[config.mk]
export PLATFORM = sky130hd
export DESIGN_NAME = fx_kpc
export DESIGN_NICKNAME = d
export VERILOG_FILES = /design/src/rtl/fx_kpc.sv
export SDC_FILE = /design/constraint.sdc
export NUM_CORES = 1
export LEC_CHECK = 0
export CAP_MARGIN = 30
export CORE_AREA = 10 10 109 111
export DETAILED_ROUTE_END_ITERATION = 16
export DIE_AREA = 0 0 119 121
export PLACE_DENSITY_LB_ADDON = 0.15
export SYNTH_ARGS = -nofsm -noshare
export SYNTH_HDL_FRONTEND = slang
export SYNTH_SLANG_ARGS = --single-unit
[constraint.sdc]
create_clock -name CLK -period 2.8 [get_ports CLK]
set_clock_uncertainty 0.1 [all_clocks]
set_input_delay 0.84 -clock CLK [delete_from_list [all_inputs] [get_ports CLK]]
set_output_delay 0.84 -clock CLK [all_outputs]
set_load 0.01 [all_outputs]
[src/rtl/fx_kpc.sv]
// Keypad/pad serial controller: optional latch pulse, then NBITS clocked bits (LSB first).
// Define FX_KPC_INT_EN to build INTKP as a one-cycle-delayed copy of END.
module fx_kpc #(
    parameter int HALF_DIV = 8,
    parameter int NBITS    = 32
) (
    input  logic        CLK,
    input  logic        RESn,
    input  logic        CE,
    input  logic        TRG,
    input  logic        MOD,
    input  logic        IOS,
    input  logic [31:0] TXD,
    input  logic        RD_ACK,
    output logic [31:0] RXD,
    output logic        BUSY,
    output logic        END,
    output logic        INTKP,
    output logic        KP_CLK,
    output logic        KP_LATCH,
    output logic        KP_DO,
    input  logic        KP_DI
);

    typedef enum logic [2:0] {
        ST_IDLE  = 3'd0,
        ST_LATCH = 3'd1,
        ST_CLKLO = 3'd2,
        ST_CLKHI = 3'd3,
        ST_DONE  = 3'd4
    } state_t;

    localparam logic [7:0] DIV_RELOAD = 8'(HALF_DIV - 1);
    localparam logic [5:0] NBITS_C    = 6'(NBITS);

    state_t      state_r;
    logic [7:0]  div_r;
    logic        latch_ph_r;
    logic [5:0]  bitcnt_r;
    logic [31:0] shift_r;
    logic [31:0] rxd_r;
    logic        busy_r;
    logic        end_r;
    logic        kp_clk_r;
    logic        kp_latch_r;
    logic        kp_do_r;
    logic        div_zero_s;
    logic [5:0]  next_bit_s;

    assign div_zero_s = (div_r == 8'd0);
    assign next_bit_s = bitcnt_r + 6'd1;

    // Transfer sequencer: phase timing, shifting, sampling and status flags.
    always_ff @(posedge CLK or negedge RESn) begin
        if (!RESn) begin
            state_r    <= ST_IDLE;
            div_r      <= 8'd0;
            latch_ph_r <= 1'b0;
            bitcnt_r   <= 6'd0;
            shift_r    <= 32'd0;
            rxd_r      <= 32'd0;
            busy_r     <= 1'b0;
            end_r      <= 1'b0;
            kp_clk_r   <= 1'b1;
            kp_latch_r <= 1'b0;
            kp_do_r    <= 1'b0;
        end else if (CE) begin
            // Later assignments in DONE / IDLE-with-TRG override the read acknowledge.
            if (RD_ACK) begin
                end_r <= 1'b0;
            end
            case (state_r)
                ST_IDLE: begin
                    if (TRG) begin
                        shift_r    <= TXD;
                        bitcnt_r   <= 6'd0;
                        busy_r     <= 1'b1;
                        end_r      <= 1'b0;
                        div_r      <= DIV_RELOAD;
                        latch_ph_r <= 1'b0;
                        if (MOD) begin
                            state_r    <= ST_LATCH;
                            kp_latch_r <= 1'b1;
                        end else begin
                            state_r  <= ST_CLKLO;
                            kp_clk_r <= 1'b0;
                            kp_do_r  <= IOS ? 1'b0 : TXD[0];
                        end
                    end
                end
                ST_LATCH: begin
                    // Latch spans two half-periods so the 8-bit divider never overflows.
                    if (div_zero_s) begin
                        div_r <= DIV_RELOAD;
                        if (latch_ph_r) begin
                            latch_ph_r <= 1'b0;
                            kp_latch_r <= 1'b0;
                            state_r    <= ST_CLKLO;
                            kp_clk_r   <= 1'b0;
                            kp_do_r    <= IOS ? 1'b0 : shift_r[0];
                        end else begin
                            latch_ph_r <= 1'b1;
                        end
                    end else begin
                        div_r <= div_r - 8'd1;
                    end
                end
                ST_CLKLO: begin
                    if (div_zero_s) begin
                        state_r                <= ST_CLKHI;
                        div_r                  <= DIV_RELOAD;
                        kp_clk_r               <= 1'b1;
                        rxd_r[bitcnt_r[4:0]]   <= KP_DI;
                    end else begin
                        div_r <= div_r - 8'd1;
                    end
                end
                ST_CLKHI: begin
                    if (div_zero_s) begin
                        bitcnt_r <= next_bit_s;
                        shift_r  <= shift_r >> 1;
                        div_r    <= DIV_RELOAD;
                        if (next_bit_s < NBITS_C) begin
                            state_r  <= ST_CLKLO;
                            kp_clk_r <= 1'b0;
                            kp_do_r  <= IOS ? 1'b0 : shift_r[1];
                        end else begin
                            state_r <= ST_DONE;
                            kp_do_r <= 1'b0;
                        end
                    end else begin
                        div_r <= div_r - 8'd1;
                    end
                end
                ST_DONE: begin
                    busy_r  <= 1'b0;
                    end_r   <= 1'b1;
                    div_r   <= DIV_RELOAD;
                    state_r <= ST_IDLE;
                end
                default: begin
                    state_r <= ST_IDLE;
                end
            endcase
        end
    end

`ifdef FX_KPC_INT_EN
    logic intkp_r;

    // Interrupt request trails END by one enabled cycle.
    always_ff @(posedge CLK or negedge RESn) begin
        if (!RESn) begin
            intkp_r <= 1'b0;
        end else if (CE) begin
            intkp_r <= end_r;
        end
    end

    assign INTKP = intkp_r;
`else
    assign INTKP = 1'b0;
`endif

    assign RXD      = rxd_r;
    assign BUSY     = busy_r;
    assign END      = end_r;
    assign KP_CLK   = kp_clk_r;
    assign KP_LATCH = kp_latch_r;
    assign KP_DO    = kp_do_r;

endmodule

==> impl_metrics.ini <==
[status]
outcome = finished clean

[power_and_ir_drop]
combPwrFrac = 0.282
ir_drop_mv = 0.326
power.density_mw_per_mm2 = 716
p_clk_frac = 0.249
p_int_mw = 2.64
p_leak_nw = 2.51
finalPower_mw = 3.90
pwr-share-seq = 0.469
p_sw_mw = 1.26
swShare = 0.323

[yosys]
synth_compound_area_frac = 0.110
synthMuxAreaShare = 0.159
yosys_warnings = 0
synth-async-reset-ratio = 1.00
synth_cells = 422
synth_top_family_by_area = simple AND/OR/NAND/NOR gates
synth_top_area_cell = dfrtp_1
ys_seq_elements = 87
synth_ff_type = dfrtp_1
synth_top_area_frac = 0.502
netlist_area_mm2 = 0.00429
syn_area_per_cell_um2 = 10.2
synth-edff-count = 0
synth_fp_nets = 467
synth-simple-area-share = 0.161
synthDistinctLibCells = 45
synth_adder_area_share = 0.0146
synth_xor_area_frac = 0.0102
yosys-top-cells-area = dfrtp_1 (50%), mux2_1 (8.4%), mux2i_1 (7.5%)
yosysSeqAreaShare = 0.508

[setup_path]
crit_fanout = 8
cp-endpoint = RXD[17]
arrival_ps = 2650
timing.rr.end = RXD[17]
regToRegStartpoint = div_r[1]
cp_slowest_cell = or3b_2
crit_start = div_r[1]
r2r_slack_ps = 290
slowest_delay_ps = 540
rr_worst_depth = 8
worstPathRequired_ps = 2940
worstSetupPathType = register to register
critPathLaunchType = register
path_cells = inv_1, ha_1, or3b_2, nor4_4, buf_4, nand2_4, nor2_1, mux2_1
end_kind = register

[drt]
antenna_left = 0
vias_per_cell = 5.08
drt_iter0_markers = 142
wl_per_cell_um = 15.0
postRouteWirelength_um = 9500
drt-pass1-iter-count = 4
vias = 3216
drc = 0

[die]
io_pins = 78
num_rows = 36
fp.dieW_um = 119
initial_utilization = 0.445
fp.dieH_um = 121
core-area_mm2 = 0.00964
die-area_mm2 = 0.0144

[finish]
drive_above_1_share = 0.0880
diodes = 0
fill_cells = 903
area_growth_pct = 27.0
finalNonFillerCells = 633
final_core_util = 0.565
final_nets = 540

[sta]
slew_headroom = 0.603
period_needed_ps = 2510
tightest_slew_ps = 595
whs_ps = 386
rsz0062_at_grt = false
slew_viol_final = 0
fmax_mhz = 398
setup_violations = 0
tns_ps = 0
finalHoldViolations = 0
period_share = 0.896

[global_route]
grt_start_max_net_pins = 63
grt_pass1_wl_um = 16400
antenna_found_initial = 0
grt_pass1_vias = 3358
grt_usage = 0.136
overflow = 0

[clocking]
cts.sinks = 87
path_clk_slew_ps = 90
tritoncts = done
clk_latency_ps = 350
cts_resized = 0
htreeDepth = 3
cts-root-buf = clkbuf_8
post_cts_buffers = 0
cts_made_buffers = 9
hold_buffers = 0
cts_buffer_depth = 2

[placed_design]
routabilityCongestion = 0.802
hpwlAfterDp_um = 6860
io_buffers = 76
dp.cells = 617

[run]
cap_violations = 0

[worst_hold_path]
min_path_type = primary input to asynchronous set/reset pin
placed cells by master (no fill, tap or decap), types with 4 or more instances in the layout:
cell type        Yosys  routed
inv_1                9       9
clkdlybuf4s50_1      0      75
ha_1                 5       5
nand3_1              4       4
buf_4                1      12
dfrtp_1             86      86
nand2b_1             4       4
nor3_1               6       6
o21ai_0             13      13
mux2_1              32      32
nor2_1              59      58
a21oi_1             14      14
nand2_1             45      45
mux2i_1             32      32
clkbuf_8             0      10
or3b_2               4       4
nand2_4              4       4
o21ai_1             36      36
stage by stage:
step / worst slack (ps) / instance area [µm²]
finish: 290 / 5450
global route: 147 / 5450
CTS: 265 / 5450
detailed placement: 29.0 / 5220
global placement: 54.1 / 5220
floorplan: 235 / 4290
flip-flops by register name (all words and copies together), names as in the netlist, 3 cells and up:
| register | count |
|---|---|
| RXD | 32 |
| bitcnt_r | 6 |
| div_r | 8 |
| shift_r | 32 |
| state_r | 3 |
synth_stat cells, types with 4 or more instances:
master	number
nor2_1	59
inv_1	9
o21ai_0	13
nand2b_1	4
nand3_1	4
or3b_2	4
dfrtp_1	86
nand2_1	45
clkbuf_1	23
a21oi_1	14
nor3_1	6
mux2i_1	32
nand2_4	4
mux2_1	32
ha_1	5
o21ai_1	36
critical path: cells and delay by family, from the launching register on:
family | cells | cell delay (ps)
fa+ha+maj | 1 | 150
buf+inv | 2 | 290
flops | 1 | 440
mux | 1 | 340
simple gates | 4 | 1070
power by group through the flow:
stage               clock network, mW  logic, mW  registers, mW
finish                          0.971       1.10           1.83
global route                     1.05       1.25           1.89
CTS                             0.999       1.12           1.83
detailed placement                  0       1.12           1.85
global placement                    0       1.09           1.84
floorplan                           0      0.880           1.76
cells by family (layout without fill, tap and decap cells):
group	Yosys count	in the layout
fa+ha+maj	5	5
mux	64	64
flops	87	87
buf+inv	36	114
other cells	1	1
compound gates	82	82
simple gates	142	142
xor+xnor	5	5
layer usage:
layer / up-vias / GRT usage / routed length, µm
met2: 61 / 0.223 / 4530
met1: 1539 / 0.172 / 4440
met5: - / 0 / 0
met3: 11 / 0.0340 / 434
li1: 1605 / - / -
met4: 0 / 0.0412 / 103
worst min path at each step:
stage                 from           to  slack [ps]  cells past startpoint
6_report              RESn       RXD[1]         390                      1
5_1_grt             RXD[4]       RXD[4]         410                      1
4_1_cts            RXD[26]      RXD[26]         390                      1
3_5_place_dp       RXD[27]      RXD[27]         380                      1
3_3_place_gp       RXD[26]      RXD[26]         370                      1
2_1_floorplan  shift_r[15]  shift_r[15]         350                      2
area by class of cell:
type,count,area [µm²],share of cell area
clock inverter,5,81.3,0.0149
multi-input combinational,299,1960,0.361
inverter,9,33.8,0.00620
clock buffer,11,141,0.0260
sequential,87,2180,0.400
tap,133,166,0.0306
timing repair buffer,89,881,0.162
No activity file was read; power rests on OpenSTA's default activity.
